### src/rtl/stopwatch_pkg.sv
// Shared types and constants for the stopwatch core: FSM state encoding,
// BCD digit type and per-digit roll-over limits.
package stopwatch_pkg;

   typedef enum logic [1:0] {
      ST_IDLE  = 2'd0,
      ST_RUN   = 2'd1,
      ST_LAP   = 2'd2,
      ST_PAUSE = 2'd3
   } state_e;

   typedef logic [3:0] bcd_t;

   // Units digits roll over after 9, tens-of-seconds after 5.
   localparam bcd_t BCD_UNITS_MAX = 4'd9;
   localparam bcd_t BCD_TENS_MAX  = 4'd5;

   // MM:SS.cc as six BCD digits, most significant first.
   typedef struct packed {
      bcd_t min_t;
      bcd_t min_o;
      bcd_t sec_t;
      bcd_t sec_o;
      bcd_t cs_t;
      bcd_t cs_o;
   } bcd_time_t;

   localparam bcd_time_t BCD_TIME_ZERO = '0;

endpackage

### src/rtl/stopwatch_ctrl_btn_sync_edge.sv
// Pushbutton front end: two-flop synchroniser followed by a rising-edge
// detector. A press of any length yields a single one-cycle pulse.
module btn_sync_edge (
   input  logic clk_i,
   input  logic rst_i,
   input  logic btn_i,
   output logic press_o
);

   logic meta_q;
   logic sync_q;
   logic sync_dly_q;

   // Synchronise the raw level, then keep one more copy for edge detection.
   always_ff @(posedge clk_i or posedge rst_i) begin
      if (rst_i) begin
         meta_q     <= 1'b0;
         sync_q     <= 1'b0;
         sync_dly_q <= 1'b0;
      end else begin
         meta_q     <= btn_i;
         sync_q     <= meta_q;
         sync_dly_q <= sync_q;
      end
   end

   assign press_o = sync_q & ~sync_dly_q;

endmodule

### src/rtl/stopwatch_ctrl.sv
// Stopwatch core: turns the 100 Hz wave into a single-cycle count enable,
// runs the start/stop/lap/clear FSM and keeps the MM:SS.cc BCD count plus
// the (possibly lap-frozen) display copy.
module stopwatch_ctrl
   import stopwatch_pkg::*;
#(
   parameter int MIN_LIMIT = 59
) (
   input  logic       clock,
   input  logic       reset,
   input  logic       clk_100hz,
   input  logic       btn_start,
   input  logic       btn_lap,
   input  logic       btn_clear,
   output logic [3:0] min_t,
   output logic [3:0] min_o,
   output logic [3:0] sec_t,
   output logic [3:0] sec_o,
   output logic [3:0] cs_t,
   output logic [3:0] cs_o,
   output logic       running,
   output logic       lap_active,
   output logic       wrap,
   output logic [1:0] dbg_state_o
);

   localparam bcd_t LIM_T = bcd_t'(MIN_LIMIT / 10);
   localparam bcd_t LIM_O = bcd_t'(MIN_LIMIT % 10);

   logic      start_ev, lap_ev, clear_ev;
   logic      clk_100hz_q;
   logic      tick;
   logic      count_en;
   logic      at_max;
   state_e    state_q, state_d;
   bcd_time_t live_q, live_d, live_inc;
   bcd_time_t disp_q, disp_d;
   logic      wrap_q, wrap_d;

   btn_sync_edge u_start (.clk_i(clock), .rst_i(reset), .btn_i(btn_start), .press_o(start_ev));
   btn_sync_edge u_lap   (.clk_i(clock), .rst_i(reset), .btn_i(btn_lap),   .press_o(lap_ev));
   btn_sync_edge u_clear (.clk_i(clock), .rst_i(reset), .btn_i(btn_clear), .press_o(clear_ev));

   // The divider shares this clock, so a plain delay register is enough to
   // find the rising edge of the 100 Hz wave.
   assign tick     = clk_100hz & ~clk_100hz_q;
   assign count_en = tick & ((state_q == ST_RUN) | (state_q == ST_LAP));

   // Next state: clear beats start, start beats lap.
   always_comb begin
      state_d = state_q;
      if (clear_ev) begin
         state_d = ST_IDLE;
      end else if (start_ev) begin
         case (state_q)
            ST_IDLE:  state_d = ST_RUN;
            ST_RUN:   state_d = ST_PAUSE;
            ST_LAP:   state_d = ST_PAUSE;
            ST_PAUSE: state_d = ST_RUN;
            default:  state_d = ST_IDLE;
         endcase
      end else if (lap_ev) begin
         case (state_q)
            ST_RUN:  state_d = ST_LAP;
            ST_LAP:  state_d = ST_RUN;
            default: state_d = state_q;
         endcase
      end
   end

   // BCD ripple increment of the live count, wrapping to zero after MIN_LIMIT:59.99.
   always_comb begin
      live_inc = live_q;
      at_max   = 1'b0;
      if (live_q.cs_o != BCD_UNITS_MAX) begin
         live_inc.cs_o = live_q.cs_o + 4'd1;
      end else begin
         live_inc.cs_o = 4'd0;
         if (live_q.cs_t != BCD_UNITS_MAX) begin
            live_inc.cs_t = live_q.cs_t + 4'd1;
         end else begin
            live_inc.cs_t = 4'd0;
            if (live_q.sec_o != BCD_UNITS_MAX) begin
               live_inc.sec_o = live_q.sec_o + 4'd1;
            end else begin
               live_inc.sec_o = 4'd0;
               if (live_q.sec_t != BCD_TENS_MAX) begin
                  live_inc.sec_t = live_q.sec_t + 4'd1;
               end else begin
                  live_inc.sec_t = 4'd0;
                  if ((live_q.min_t == LIM_T) && (live_q.min_o == LIM_O)) begin
                     live_inc.min_t = 4'd0;
                     live_inc.min_o = 4'd0;
                     at_max         = 1'b1;
                  end else if (live_q.min_o != BCD_UNITS_MAX) begin
                     live_inc.min_o = live_q.min_o + 4'd1;
                  end else begin
                     live_inc.min_o = 4'd0;
                     live_inc.min_t = live_q.min_t + 4'd1;
                  end
               end
            end
         end
      end
   end

   // Live count, wrap pulse and display copy. A tick is judged against the
   // state held before the edge; the display holds only while staying in LAP,
   // so on LAP entry it captures the post-edge count including any tick.
   always_comb begin
      live_d = live_q;
      wrap_d = 1'b0;
      if (clear_ev) begin
         live_d = BCD_TIME_ZERO;
      end else if (count_en) begin
         live_d = live_inc;
         wrap_d = at_max;
      end
      if ((state_q == ST_LAP) && (state_d == ST_LAP)) begin
         disp_d = disp_q;
      end else begin
         disp_d = live_d;
      end
   end

   // State and datapath registers.
   always_ff @(posedge clock or posedge reset) begin
      if (reset) begin
         clk_100hz_q <= 1'b0;
         state_q     <= ST_IDLE;
         live_q      <= BCD_TIME_ZERO;
         disp_q      <= BCD_TIME_ZERO;
         wrap_q      <= 1'b0;
      end else begin
         clk_100hz_q <= clk_100hz;
         state_q     <= state_d;
         live_q      <= live_d;
         disp_q      <= disp_d;
         wrap_q      <= wrap_d;
      end
   end

   assign min_t       = disp_q.min_t;
   assign min_o       = disp_q.min_o;
   assign sec_t       = disp_q.sec_t;
   assign sec_o       = disp_q.sec_o;
   assign cs_t        = disp_q.cs_t;
   assign cs_o        = disp_q.cs_o;
   assign running     = (state_q == ST_RUN) | (state_q == ST_LAP);
   assign lap_active  = (state_q == ST_LAP);
   assign wrap        = wrap_q;
   assign dbg_state_o = state_q;

endmodule

### config.mk
export PLATFORM = sky130hd
export DESIGN_NAME = stopwatch_ctrl
export DESIGN_NICKNAME = d
export VERILOG_FILES = /design/src/rtl/stopwatch_pkg.sv /design/src/rtl/stopwatch_ctrl_btn_sync_edge.sv /design/src/rtl/stopwatch_ctrl.sv
export SDC_FILE = /design/constraint.sdc
export NUM_CORES = 1
export LEC_CHECK = 0
export BUFFER_PORTS_ARGS = -buffer_cell sky130_fd_sc_hd__buf_2
export CORE_ASPECT_RATIO = 2
export CORE_MARGIN = 8
export CORE_UTILIZATION = 40
export DETAILED_ROUTE_END_ITERATION = 16
export HOLD_SLACK_MARGIN = 0.06
export PLACE_DENSITY = 0.65
export SLEW_MARGIN = 30
export SYNTH_ARGS = -nofsm -noshare
export SYNTH_HDL_FRONTEND = slang
export SYNTH_HIERARCHICAL = 1
export SYNTH_SLANG_ARGS = --single-unit
### constraint.sdc
create_clock -name clock -period 2.09 [get_ports clock]
set_input_delay 0.1045 -clock clock [delete_from_list [all_inputs] [get_ports clock]]
set_output_delay 0.1045 -clock clock [all_outputs]
set_load 0.02 [all_outputs]
==> summary.md, run 1 <==
The run finished with clean final reports. The register-to-register path setup slack was 30 ps. Sorting the synthesized cells by area gives the leading types as sky130_fd_sc_hd__dfrtp_1 (54%), sky130_fd_sc_hd__nor2_1 (4.2%), sky130_fd_sc_hd__ha_1 (3.9%). Setup repair after global routing could not meet its margin everywhere. In this run the critical register-to-register path is captured at sec_t[3].

The floorplan die area came out at 10300 sq um. The synthesized instance count is 268, and the transition time of the tightest slew-check pin is 405 ps. The global-route congestion overflow total is 0.

The number of antenna violations at the first check in global routing came out at 0. The mean routed wirelength per cell is 15.2 microns, and the synthesized cell area is 2850 sq um. The tools report the sort of element at the start of the critical path as a register.

The number of different library cells used by synthesis comes to 46. In the routed design, unresolved DRC markers number 0. Counting along the longest clock path gives a buffer depth of 2. The tree is rooted in a sky130_fd_sc_hd__clkbuf_16. The run gives 2131 as the via count. The tools report the layout net count as 342. The tools report the cell total after placement as 401. The count of nets left with antenna violations once routing finished came out at 0.

The proportion of layout cells with a drive suffix above 1 is 0.295, and the number of warnings reported in the yosys synthesis log is 6. The logs give 0.727 for the worst relative slew slack and 0.535 for the fraction of the yosys area taken by sequential cells. With fillers left out, the area of the finished cells amounts to 3700 sq um.

The height of the die came out at 135 microns. The half-perimeter wire length after detailed placement was 4820 microns; the total placed instance area was 3280 sq um. The tools report the source-to-sink clock delay at the later pin of the worst-skew pair as 330 ps. Synthesis produced a netlist with a net count of 283. A synthesized cell averages 10.6 sq um.

The met2 usage was 0.250; the number of enable-type register cells in the synthesized netlist was 0. The max-slew violation count was 0. In this run the number of H-tree levels came out at 3. The first-iteration detailed-routing DRC count is 88. The tightest min-delay check is of the input pin to asynchronous set/reset pin type. The run gives 0.144 as the total track usage. The logs give 0 for the final hold violation count and 0 for the total setup violations reported at the end of the flow. The total chip power came out at 0.00313 W. For the final database, setup skew stands at 8.02 ps. The clock transition at the registers of the reported paths works out to 50 ps. Kind of capture point of the worst setup path: a register. The initial standard-cell utilization of the core was 0.411. Met1 global-route usage: 0.146.

The first global-routing pass estimated 10900 microns of wire. The required arrival time at the worst endpoint is 2360 ps, and the share of the synthesized area in the top cell type is 0.535. The maximum clock frequency came out at 486 MHz. The ratio of routed vias to standard cells came out at 5.05.

Routability-driven placement finished with a final weighted congestion of 0.808. The total of buffers placed on input and output ports works out to 34. The count of cells in the finished layout, fillers not included, comes to 422. After floorplanning, the core was divided into 43 placement rows. The reported leakage power was 1.78 nW. The first-pass iteration count of the detailed router is 4, and the met3 capacity usage during global routing is 0.0364. The die is 75.7 microns wide. In this run the power density over the cells is 845 nW/um^2.

TritonCTS built the clock tree. In this run the count of I/O pins placed on the die edge is 35. The routed design has 6430 microns of wire. The tool flagged a number of max-cap violations equal to 0. Entering global routing, the biggest net connects 53 pins. Counting cells, the worst reg-to-reg path comes to 7. Via count of the first global-routing pass: 2240. Across the VDD grid, the largest voltage drop is 444 uV.

In this run, CTS created clock tree buffers numbering 9. The repair_antennas step left the layout with diodes totalling 0. After global routing, the most crowded layer is met2. The register bit total from synthesis is 61.

Subtracting the final worst setup slack from the clock period gives 2060 ps. The maximum fanout along the worst path was 8. The worst register-to-register path begins at dbg_state_o[0]. For the post-CTS repair timing setup buffer count, the log shows 0.

Class of the most critical setup path: register to register. The final critical-path share of the clock period works out to 0.985. The accumulated negative setup slack came out at 0 ps. The share of synthesized registers carrying an async set or reset was 1.00; the sink count of the clock tree was 61.

The library cell with the largest summed area after synthesis was sky130_fd_sc_hd__dfrtp_1. Prevailing post-synth register cell: sky130_fd_sc_hd__dfrtp_1. The run gives 2330 ps as the endpoint arrival time on the critical path. From synthesis to final layout, the design area changed by 29.7%. Standard cell core area: 6940 sq um.
[worst max-delay path by stage]
stage / to / slack (ps) / from
after floorplan: sec_o[1] / 30 / dbg_state_o[0]
after global routing: sec_t[3] / -70 / dbg_state_o[0]
after global placement: sec_t[3] / 60 / dbg_state_o[0]
after CTS: sec_t[3] / 5 / dbg_state_o[0]
final: sec_t[3] / 30 / dbg_state_o[0]
after detailed placement: sec_t[3] / -4 / dbg_state_o[0]
[kinds of logic after synthesis]
| group | Yosys count | share of synthesized area |
|---|---|---|
| xor+xnor | 4 | 0.0123 |
| compound gates | 43 | 0.102 |
| mux | 16 | 0.0584 |
| fa+ha+maj | 9 | 0.0395 |
| buf+inv | 25 | 0.0351 |
| simple gates | 110 | 0.218 |
| flops | 61 | 0.535 |
[power breakdown]
part	leakage [nW]	switching, W	internal, W	total [W]
clock network	0.158	0.000521	0.00107	0.00159
logic	0.799	0.000161	0.000113	0.000273
registers	0.821	0.0000359	0.00122	0.00126
[synthesized netlist by cell type, types with 7 or more instances]
cell type and n:
sky130_fd_sc_hd__a21oi_1 13, sky130_fd_sc_hd__clkbuf_1 7, sky130_fd_sc_hd__dfrtp_1 61, sky130_fd_sc_hd__ha_1 9, sky130_fd_sc_hd__inv_1 13, sky130_fd_sc_hd__mux2i_1 11
sky130_fd_sc_hd__nand2_1 28, sky130_fd_sc_hd__nand3_1 7, sky130_fd_sc_hd__nor2_1 32, sky130_fd_sc_hd__nor3_1 7, sky130_fd_sc_hd__o21ai_0 10, sky130_fd_sc_hd__o31ai_1 9
[state kept, by name, indices dropped and copies added, names as in the netlist, 2 cells and up]
register / cells
live_q: 24
sec_o: 4
cs_t: 4
min_t: 4
cs_o: 4
dbg_state_o: 2
sec_t: 4
min_o: 4
[metal layers]
metal / wire (microns) / vias to the layer above
met4: 170 / 0
met1: 2350 / 1055
met2: 3690 / 27
met3: 222 / 10
met5: 0 / -
li1: - / 1039
[metrics by stage]
step | worst slack, ps | hold WS [ps] | util
after floorplan | 28.2 | -142 | -
after global placement | 64.4 | 11.0 | 0.473
after detailed placement | -3.52 | 14.0 | 0.473
after CTS | 5.08 | 210 | 0.527
after global routing | -68.5 | 216 | 0.533
final | 30.4 | 217 | 0.533
[critical path, stage by stage (launching register included)]
cell,delay (ps)
sky130_fd_sc_hd__dfrtp_2,430
sky130_fd_sc_hd__inv_2,80
sky130_fd_sc_hd__ha_4,200
sky130_fd_sc_hd__and4bb_4,360
sky130_fd_sc_hd__nand3_4,130
sky130_fd_sc_hd__or4_4,440
sky130_fd_sc_hd__a211oi_2,210
sky130_fd_sc_hd__mux2_1,160
[final cells by class]
| type | instances | area (sq um) |
|---|---|---|
| fillers | 622 | 3240 |
| multi-input cells | 182 | 1280 |
| repair buffers | 60 | 403 |
| inverters | 13 | 48.8 |
| clock buffers | 10 | 239 |
| flip-flops and latches | 61 | 1530 |
| clock inverters | 6 | 86.3 |
| well taps | 90 | 113 |
[layout by cell type (no fill, tap or decap), drive strengths merged, types with 10 or more instances in the layout]
| cell | netlist | layout |
|---|---|---|
| buf | 5 | 55 |
| nand2 | 28 | 28 |
| mux2i | 11 | 11 |
| a21oi | 13 | 13 |
| inv | 13 | 13 |
| clkbuf | 7 | 10 |
| dfrtp | 61 | 61 |
| nor2 | 32 | 32 |
| o21ai | 12 | 12 |
[repair_timing]
item / CTS / global route
pin swaps: 1 / 1
endpoints found under the hold margin: 65 / 0
gates resized for setup: 0 / 9
setup endpoints to repair: 1 / 12
gates cloned: 0 / 0
hold buffers: 5 / 0
(Power assumes the default switching activity.)
==> run 2, diff against run 1 <==
ABC_AREA = 1   (was unset)
CORE_MARGIN = 4   (was 8)
==> summary.md, run 2 <==
The most frequent cell on the critical path is sky130_fd_sc_hd__nand2_1. The register bit total from synthesis is 61, and the number of unique standard cell types used by synthesis is 30. Grouping stages by cell kind, the critical path spends the most delay in simple AND/OR/NAND/NOR gates.

The buffer type at the clock tree root was sky130_fd_sc_hd__clkbuf_16. Overall power consumption after layout is estimated at 0.00308 W. For this design the ratio of total power to cell area is 838 nW/um^2.

The clock transition at the registers of the reported paths is 50 ps, and the accumulated negative setup slack is 0 ps. The pin count of the biggest net entering global routing is 28, and the average cell area after synthesis is 8.30 sq um. In this run the cell area of the synthesized design comes to 2980 sq um.

The tools report the total track usage as 0.162. The slowest stage of the critical path belongs to the cell sky130_fd_sc_hd__dfrtp_1. Static timing analysis puts the maximum clock frequency at 513 MHz. The prevailing post-synth register cell is sky130_fd_sc_hd__dfrtp_1.

The maximum fanout along the worst path came out at 7. By count the netlist is led by sky130_fd_sc_hd__nand2_1 (105), sky130_fd_sc_hd__dfrtp_1 (61), sky130_fd_sc_hd__inv_1 (51), sky130_fd_sc_hd__nand3_1 (27), sky130_fd_sc_hd__nor2_1 (23). When the netlist entered floorplanning its net count stood at 374. 0 antenna diodes ended up in the layout. Setup repair after global routing left no endpoint under its margin. The tools report the global-route congestion overflow total as 0. Together, buffers and inverters on the worst path number 2. For the via count of the first global-routing pass, the log shows 2469.

The worst setup path is of the register to register kind. Summed over all cells, the static leakage comes to 2.05 nW. The mean routed wirelength per cell is 13.0 microns.

Synthesis produced a netlist whose cell count is 359. The detailed router finished its first iteration with 88 violations. The time the final worst path needs with I/O delays and setup is 1950 ps. The final hold violation count came out at 0. Of all cell types, the one taking the most synthesized area is sky130_fd_sc_hd__dfrtp_1.

The fraction of the yosys area taken by sequential cells is 0.512, and the highest cell delay on the worst timing path is 380 ps. The critical path goes through inv_1 -> ha_1 -> nor2_2 -> nand2_4 -> inv_4 -> nand2_4 -> nor2_4 -> nand2_1 -> nand2_2 -> nor2_1 -> nand2_1 -> nand2_1. Setup violations remaining at the end of the flow were counted as 0. The transition time of the tightest slew-check pin works out to 350 ps.

For the endpoint arrival time on the critical path, the log shows 2170 ps. The tools report the start point of the critical path as dbg_state_o[0]. The count of maximum capacitance violations was 0. The sort of element at the start of the critical path was a register. Number of antenna violations at the first check in global routing: 0.

The region available for standard cell placement spans 7270 sq um. The tools report the initial standard-cell utilization of the core as 0.410. Total of buffers placed on input and output ports: 34. The worst setup path is captured at a register. Routability-driven placement finished with a final weighted congestion of 0.856. For the via count, the log shows 2461. TritonCTS built the clock tree. Using the TritonRoute via totals, the vias-per-cell ratio works out to 4.84.

Counting flops with a built-in enable in the synthesized netlist gives 0. The number of nets with antenna violations after detailed routing came out at 0. The horizontal die dimension is 69.0 microns. The tools report the largest vdd supply drop as 682 uV. For the final database, setup skew stands at 4.84 ps. The run gives 426 as the layout net count. The routed design has 6630 microns of wire.

The number of flip-flops under the largest register name is 24, and the share of the synthesized area in the top cell type is 0.512. For the worst-skew pair, the clock arrives at the later sink with an insertion delay of 330 ps. Leaving out fill and tap cells, the most frequent cells in the layout are sky130_fd_sc_hd__nand2_1 (105), sky130_fd_sc_hd__dfrtp_1 (61), sky130_fd_sc_hd__inv_1 (50), sky130_fd_sc_hd__buf_2 (34), sky130_fd_sc_hd__nand3_1 (27). The worst relative slew slack was 0.767. The run gives 0.506 as the core utilization of the finished layout. The reg-to-reg startpoint is dbg_state_o[0]. The clock passes through at most 2 buffers. The run finished with clean final reports. After legalization and detailed placement, the total HPWL measured 5160 microns.

In the post-synthesis netlist, the biggest area contributors are sky130_fd_sc_hd__dfrtp_1 (51%), sky130_fd_sc_hd__nand2_1 (13%), sky130_fd_sc_hd__inv_1 (6.4%). The number of buffers added by the clock tree synthesis step is 9. The number of warnings reported in the yosys synthesis log was 6. Most used standard cell by instance count after synthesis: sky130_fd_sc_hd__nand2_1. For the max-slew violation count, the log shows 0.

The library cell used most frequently in the layout, excluding fill and tap cells, is sky130_fd_sc_hd__nand2_1. The share of synthesized registers carrying an async set or reset came out at 1.00. The H-tree was split into 3 levels. For the required arrival time at the worst endpoint, the log shows 2310 ps.

Path class of the lowest-slack min-delay path: input pin to asynchronous set/reset pin. The first TritonRoute pass finished after 4 iterations. The relative area change from synthesis to final layout is 23.3%, and the proportion of layout cells with a drive suffix above 1 is 0.204. The run gives 8980 sq um as the floorplan die area. The floorplan has 44 rows. The top register by number of flip-flops was live_q. For this run, design rule violations remaining after detail routing come to 0. The final critical-path share of the clock period is 0.933, and the top-level I/O count is 35.

Counting every sink on the clock net gives 61. The total of fill cells in the finished design is 750, and the height of the die is 130 microns. The first global-routing pass estimated 11400 microns of wire.
[run 2: power by group]
part / internal [W] / switching, W
Clock: 0.00105 / 0.000529
Sequential: 0.00122 / 0.0000296
Combinational: 0.0000772 / 0.000175
[run 2: logic make-up (layout without fill, tap and decap cells)]
| kind of cell | count (synthesis) | in the layout | synth area share |
|---|---|---|---|
| flip-flops | 61 | 61 | 0.512 |
| adder cells (fa/ha/maj) | 9 | 9 | 0.0378 |
| XOR/XNOR | 1 | 1 | 0.00294 |
| buffers and inverters | 64 | 121 | 0.0865 |
| AO/OA/AOI/OAI | 26 | 26 | 0.0483 |
| AND/OR/NAND/NOR | 198 | 198 | 0.312 |
[run 2: stage by stage]
stage / setup WS, ps / area (sq um) / hold slack, ps / cells
2_1_floorplan: 256 / 2980 / -142 / 359
3_3_place_gp: 173 / 3280 / 8.77 / 485
3_5_place_dp: 112 / 3280 / 13.6 / 485
4_1_cts: 108 / 3650 / 203 / 506
5_1_grt: 17.1 / 3680 / 252 / 508
6_report: 141 / 3680 / 218 / 508
[run 2: final timing paths]
path | end | slack, ps | cells past startpoint
max reg2reg | min_o[0] | 140 | 12
min in group clock | u_lap/sync_q | 350 | 0
max | min_o[0] | 140 | 12
min | u_clear/meta_q | 220 | 3
max in group asynchronous | min_o[1] | 1230 | 4
min reg2reg | u_lap/sync_q | 350 | 0
[run 2: metal layers]
layer	global-route usage	vias to the layer above	part of all wire
met2	0.331	28	0.60
met1	0.147	1181	0.36
met4	0.0759	0	0.021
met5	0	-	0
li1	-	1243	-
met3	0.0378	9	0.026
[run 2: area by class of cell]
class | count | area [sq um] | area share
repair buffers | 49 | 295 | 0.0803
clock buffers | 9 | 225 | 0.0613
multi-input cells | 234 | 1200 | 0.327
flip-flops and latches | 61 | 1530 | 0.415
inverters | 56 | 213 | 0.0579
clock inverters | 7 | 100 | 0.0272
well taps | 92 | 115 | 0.0313
[run 2: worst reg2reg max path: stages, from the launching register on]
cell and delay (ps):
sky130_fd_sc_hd__dfrtp_1 380, sky130_fd_sc_hd__inv_1 60, sky130_fd_sc_hd__ha_1 330, sky130_fd_sc_hd__nor2_2 160, sky130_fd_sc_hd__nand2_4 100, sky130_fd_sc_hd__inv_4 100, sky130_fd_sc_hd__nand2_4 80, sky130_fd_sc_hd__nor2_4 180
sky130_fd_sc_hd__nand2_1 120, sky130_fd_sc_hd__nand2_2 130, sky130_fd_sc_hd__nor2_1 80, sky130_fd_sc_hd__nand2_1 70, sky130_fd_sc_hd__nand2_1 50
[run 2: repair_timing]
item                                    in CTS  in global routing
hold endpoints to repair                    38                  0
setup buffers                                0                  2
resized for setup                            0                  2
endpoints found under the setup margin       0                  9
hold buffers                                 5                  0
